## src/rtl/clk_div_ctrl_if.sv

```systemverilog
`default_nettype none
// ============================================================================
// Module   : clk_div_ctrl_if
// Purpose  : Divisor configuration handshake between a controller (master)
//            and the clock divider (slave).
// Signals  : cfg_valid  master -> slave  new divisor offered
//            cfg_div    master -> slave  requested divisor N (DIV_W bits)
//            cfg_ready  slave -> master  divisor can be accepted this cycle
//            cfg_err    slave -> master  one-cycle pulse: divisor rejected
// Revision : 1.0  initial release
// ============================================================================
interface clk_div_ctrl_if #(
  parameter int DIV_W = 16
);
  logic             cfg_valid;
  logic [DIV_W-1:0] cfg_div;
  logic             cfg_ready;
  logic             cfg_err;

  modport master (
    output cfg_valid,
    output cfg_div,
    input  cfg_ready,
    input  cfg_err
  );

  modport slave (
    input  cfg_valid,
    input  cfg_div,
    output cfg_ready,
    output cfg_err
  );
endinterface
`default_nettype wire

```

## src/rtl/clk_div_ctrl.sv

```systemverilog
`default_nettype none
// ============================================================================
// Module   : clk_div_ctrl
// Purpose  : Programmable integer clock divider with glitch-free divisor
//            switching and period-aligned start/stop.
// Ports    : clk_in   input   source clock, all logic on its rising edge
//            reset    input   asynchronous active-high reset
//            en       input   run request, sampled only at period boundaries
//            cfg      slave   divisor handshake (clk_div_ctrl_if.slave)
//            clk_out  output  divided square wave, straight from a flop
//            tick     output  pulse on the last clk_in cycle of each period
//            busy     output  high whenever the divider is not stopped
// Revision : 1.0  initial release
// ============================================================================
module clk_div_ctrl #(
  parameter int FREC_BASE   = 100,
  parameter int FREC_SALIDA = 10,
  parameter int DIV_W       = 16
) (
  input  wire logic         clk_in,
  input  wire logic         reset,
  input  wire logic         en,
  clk_div_ctrl_if.slave     cfg,
  output logic              clk_out,
  output logic              tick,
  output logic              busy
);

  localparam int               DEF_DIV = FREC_BASE / FREC_SALIDA;
  localparam logic [DIV_W-1:0] C_DEF   = DIV_W'(DEF_DIV);
  localparam logic [DIV_W-1:0] C_ONE   = DIV_W'(1);
  localparam logic [DIV_W-1:0] C_TWO   = DIV_W'(2);

  localparam logic [1:0] ST_STOP   = 2'd0;
  localparam logic [1:0] ST_RUN    = 2'd1;
  localparam logic [1:0] ST_SWITCH = 2'd2;

  logic [1:0]       state_q,   state_d;
  logic [DIV_W-1:0] cnt_q,     cnt_d;
  logic [DIV_W-1:0] div_act_q, div_act_d;
  logic [DIV_W-1:0] div_pend_q, div_pend_d;
  logic             clk_out_q, clk_out_d;
  logic             cfg_err_q, cfg_err_d;

  logic w_ready;
  logic w_boundary;
  logic w_accept;
  logic w_bad;
  logic w_good;

  // A divisor is only taken while no switch is outstanding, so at most one
  // pending divisor ever exists.
  assign w_ready    = (state_q != ST_SWITCH);
  // div_act_q >= 2 always, so the subtraction never wraps.
  assign w_boundary = (cnt_q == (div_act_q - C_ONE));
  assign w_accept   = cfg.cfg_valid && w_ready;
  assign w_bad      = w_accept && (cfg.cfg_div < C_TWO);
  assign w_good     = w_accept && !w_bad;

  always_comb begin
    state_d    = state_q;
    cnt_d      = cnt_q;
    div_act_d  = div_act_q;
    div_pend_d = div_pend_q;
    cfg_err_d  = w_bad;

    case (state_q)
      ST_STOP: begin
        if (w_good) begin
          div_act_d = cfg.cfg_div;
        end
        if (en) begin
          state_d = ST_RUN;
          cnt_d   = '0;
        end
      end

      ST_RUN: begin
        if (w_boundary) begin
          cnt_d   = '0;
          state_d = en ? ST_RUN : ST_STOP;
          // Accepted on the boundary itself: nothing left of the old period
          // to protect, so the new divisor applies straight away.
          if (w_good) begin
            div_act_d = cfg.cfg_div;
          end
        end else begin
          cnt_d = cnt_q + C_ONE;
          if (w_good) begin
            div_pend_d = cfg.cfg_div;
            state_d    = ST_SWITCH;
          end
        end
      end

      ST_SWITCH: begin
        if (w_boundary) begin
          cnt_d     = '0;
          div_act_d = div_pend_q;
          state_d   = en ? ST_RUN : ST_STOP;
        end else begin
          cnt_d = cnt_q + C_ONE;
        end
      end

      default: begin
        state_d = ST_STOP;
        cnt_d   = '0;
      end
    endcase

    // Output level is precomputed from the next count/divisor so clk_out
    // comes straight from a flop and never glitches.
    clk_out_d = (state_d != ST_STOP) && (cnt_d < (div_act_d >> 1));
  end

  always_ff @(posedge clk_in or posedge reset) begin
    if (reset) begin
      state_q    <= ST_STOP;
      cnt_q      <= '0;
      div_act_q  <= C_DEF;
      div_pend_q <= '0;
      clk_out_q  <= 1'b0;
      cfg_err_q  <= 1'b0;
    end else begin
      state_q    <= state_d;
      cnt_q      <= cnt_d;
      div_act_q  <= div_act_d;
      div_pend_q <= div_pend_d;
      clk_out_q  <= clk_out_d;
      cfg_err_q  <= cfg_err_d;
    end
  end

  assign clk_out       = clk_out_q;
  assign tick          = (state_q != ST_STOP) && w_boundary;
  assign busy          = (state_q != ST_STOP);
  assign cfg.cfg_ready = w_ready;
  assign cfg.cfg_err   = cfg_err_q;

endmodule
`default_nettype wire

```

## src/flat_wrapper.sv

```systemverilog
// flat-port wrapper written by rule: the top's interface ports become plain ports
module clk_div_ctrl_flat 
#(
  parameter int FREC_BASE   = 100,
  parameter int FREC_SALIDA = 10,
  parameter int DIV_W       = 16
)
  (clk_in, reset, en, clk_out, tick, busy, cfg_cfg_valid, cfg_cfg_div, cfg_cfg_ready, cfg_cfg_err);
  clk_div_ctrl_if #(.DIV_W(DIV_W)) cfg_i ();
  input  wire logic clk_in;
  input  wire logic reset;
  input  wire logic en;
  output logic clk_out;
  output logic tick;
  output logic busy;
  input wire logic [$bits(cfg_i.cfg_valid)-1:0] cfg_cfg_valid;
  input wire logic [$bits(cfg_i.cfg_div)-1:0] cfg_cfg_div;
  output wire logic [$bits(cfg_i.cfg_ready)-1:0] cfg_cfg_ready;
  output wire logic [$bits(cfg_i.cfg_err)-1:0] cfg_cfg_err;
  assign cfg_i.cfg_valid = cfg_cfg_valid;
  assign cfg_i.cfg_div = cfg_cfg_div;
  assign cfg_cfg_ready = cfg_i.cfg_ready;
  assign cfg_cfg_err = cfg_i.cfg_err;
  clk_div_ctrl #(.FREC_BASE(FREC_BASE), .FREC_SALIDA(FREC_SALIDA), .DIV_W(DIV_W)) u_core (.clk_in(clk_in), .reset(reset), .en(en), .cfg(cfg_i), .clk_out(clk_out), .tick(tick), .busy(busy));
endmodule
```

## config.mk

```make
export PLATFORM = sky130hd
export DESIGN_NAME = clk_div_ctrl_flat
export DESIGN_NICKNAME = d
export VERILOG_FILES = /design/src/rtl/clk_div_ctrl_if.sv /design/src/rtl/clk_div_ctrl.sv /design/src/flat_wrapper.sv
export SDC_FILE = /design/constraint.sdc
export NUM_CORES = 1
export LEC_CHECK = 0
export ABC_AREA = 1
export CORE_MARGIN = 3
export CORE_UTILIZATION = 50
export CTS_BUF_LIST = sky130_fd_sc_hd__clkbuf_16
export DETAILED_ROUTE_END_ITERATION = 16
export PLACE_DENSITY = 0.69
export SYNTH_ARGS = -nofsm -noshare
export SYNTH_HDL_FRONTEND = slang
export SYNTH_SLANG_ARGS = --single-unit
```

## constraint.sdc

```tcl
create_clock -name clk_in -period 3.75 [get_ports clk_in]
set_input_delay 0.375 -clock clk_in [delete_from_list [all_inputs] [get_ports clk_in]]
set_output_delay 0.375 -clock clk_in [all_outputs]
set_load 0.02 [all_outputs]
```

==> flow_summary.toml <==
[outcome]
status = "completed"

[route]
drt-initial-drc-count = 284
drc_errors = 0
wl_per_cell_um = 16.2
vias_per_cell = 5.66
antenna_left = 0
routed_wl_um = 12300
drt-pass1-iter-count = 5
vias = 4277

[yosys]
synth-edff-count = 0
synthArstFlopShare_pct = 100
synth_area_sq_um = 4220
synthDistinctLibCells = 46
synth.avg_cell_area_sq_um = 6.77
syn_nets = 664
synth_warnings = 0
syn_inst = 624
yosys_most_used_dff = "dfrtp_1"
synth_seq_cells = 52
yosysSeqAreaShare_pct = 30.9

[setup_path]
end_kind = "flip-flop"
crit_fanout = 9
crit_chain = "inv_1 -> ha_4 -> xnor2_1 -> a21oi_2 -> nand3_1 -> nor2_1 -> nand2_1 -> nor2_2 -> and2_4 -> nand2_8 -> nor2_4 -> a221oi_1 -> o21ai_1 -> o21a_1 -> inv_1 -> ha_1 -> a21oi_1 -> o21ai_0 -> nand3b_1 -> nand4_1 -> a21oi_1"
start_kind = "flip-flop"
critPathRequiredTime_ps = 3960
critPathArrivalTime_ps = 3700
r2r-start = "u_core.div_act_q[1]"
slowest_stage = "dfstp_2"
ff2ff_path_depth = 21
regToRegSetupSlack_ps = 260
critical_path_class = "flip-flop to flip-flop"
max_stage_delay_ps = 570
r2r-end = "u_core.clk_out"

[cells_and_area]
diodes = 0
nets = 692
post-route-util_pct = 60.5
instances_no_fill = 755
area_delta_synth_final_pct = 14.2
final_design_area_no_fill_sq_um = 4820
drive_gt1_share_pct = 10.6

[timing]
slew_headroom_pct = 50.5
skew_ps = 11.1
tightest_slew_ps = 741
hold_viol = 0
period_share_pct = 93.2
setup_violations = 0
clock.fmax_mhz = 286
fin_crit_ps = 3490
final-max-slew-violation-count = 0

[global_routing]
grt.total_usage_pct = 25.7
antenna_found_initial = 0
grt_pass1_wl_um = 20000
grt_max_degree = 35
grt.overflow.total = 0
grt_pass1_vias = 4001

[worst_hold_path]
min_from = "u_core.div_pend_q[9]"
min_to = "u_core.div_pend_q[9]"
hp-class = "flip-flop to flip-flop"
hold_depth = 2

[power]
leakage_nw = 2.45
vdd_ir_drop_max_v = 0.000150
powerDensity_nw_per_um2 = 235
total_power_mw = 1.13

[place]
placed_area_sq_um = 4600
hpwl_um = 9540
numPlacedInstances = 744
gp_congestion = 0.975
io_buffers = 24

[floorplanning]
die_w_um = 97.9
io_pins = 25
die_h_um = 97.9
dieArea_sq_um = 9580
core-area_sq_um = 7970
initial_utilization_pct = 53.0
num_rows = 32

[clock_network]
cts_buffers = 5
clock_latency_ps = 300
cts_hold_buf = 0
cts.sinks = 52
h-tree-depth = 2
cts-root-buf = "clkbuf_16"
clkTransAtPathRegs_ps = 80
tritoncts = "built"
clockBufferDepth = 2

[run]
drv_cap = 0
[critical path: cells and delay by family, from the launching register on]
kind                       cells  cell delay [ps]
AOI/OAI and AO/OA              7              940
and+or+nand+nor                9             1070
buffers and inverters          2              150
DFF                            1              570
adders and majority gates      2              540
xor gates and xnor gates       1              140
[what timing repair did]
action                                  CTS  global route
gates resized for setup                   0             8
endpoints found under the setup margin    0             1
setup buffers                             0             3
[sequential cells by signal (all words and copies together), names as in the netlist]
| name | cells |
|---|---|
| u_core.state_q | 2 |
| u_core.clk_out | 1 |
| u_core.cnt_q | 16 |
| u_core.div_pend_q | 16 |
| u_core.div_act_q | 16 |
| u_core.cfg.cfg_err | 1 |
[worst max-delay path by stage]
stage / startpoint / end / slack (ps)
floorplan: u_core.div_act_q[1] / u_core.clk_out / 720
global placement: u_core.div_act_q[1] / u_core.clk_out / 110
detailed placement: u_core.div_act_q[1] / u_core.clk_out / 50
CTS: u_core.div_act_q[1] / u_core.clk_out / 30
global route: u_core.div_act_q[1] / u_core.clk_out / -30
finish: u_core.div_act_q[1] / u_core.clk_out / 260
[metrics by stage]
step	worst slack, ps	hold WS (ps)	TNS [ps]
2_1_floorplan	724	442	0
3_3_place_gp	112	455	0
3_5_place_dp	51.1	464	0
4_1_cts	27.7	479	0
5_1_grt	-25.9	505	-25.9
6_report	257	483	0
[cells by family (layout without fill, tap and decap cells)]
logic type      after synthesis  count (layout)  synth area share (%)
compound gates              112             112                  15.5
xor+xnor                     11              11                  2.46
fa+ha+maj                    20              20                  5.93
buf+inv                     117             146                  10.5
flops                        52              52                  30.9
mux                           3               3                 0.800
simple gates                309             309                  33.9
[layer usage]
metal | GRT usage, % | vias to the layer above | share of wire, %
met3 | 2.93 | 18 | 6.4
met4 | 6.50 | 0 | 1.7
met2 | 40.8 | 167 | 47
li1 | - | 2083 | -
met1 | 37.4 | 2009 | 45
met5 | 0 | - | 0
[cells in the mapped netlist, types with 9 or more instances]
cell      instances  area share (%)
nand2_1         170              15
inv_1            91             8.1
dfrtp_1          50              30
nand3_1          46             5.5
o21ai_0          43             5.1
nor2_1           40             3.6
a21oi_1          29             3.4
ha_1             20             5.9
clkbuf_1         11            0.98
o211ai_1          9             1.6
[area by class of cell]
cell class                 instances  area, sq um
clock buffer                       5          125
inverter                         102          383
tap                              102          128
clock inverter                     3         38.8
timing repair buffer              36          330
fill                             746         3150
sequential                        52         1300
multi-input combinational        455         2510
[cells in the final DEF, fill, tap and decap left out, drive strengths merged, types with 2 or more instances in the layout]
master,count
nand2,182
and2,2
or2,2
a21oi,29
o21ai,48
inv,100
buf,12
nor3,7
a311oi,3
nand3,48
ha,20
mux2,3
o211ai,10
xnor2,8
a221oi,3
nor4,6
a211oi,3
clkbuf,5
o22ai,8
a22oi,5
dfstp,2
dfrtp,50
clkinv,4
nand3b,3
xor2,3
clkdlybuf4s50,24
nor2,51
nand4,8
[where the power goes]
group	leakage, nW	internal, mW	switching, mW
clock network	0.0850	0.312	0.219
logic	1.70	0.0195	0.0224
registers	0.660	0.560	0
Note: power is estimated with default switching activity, not from simulation.
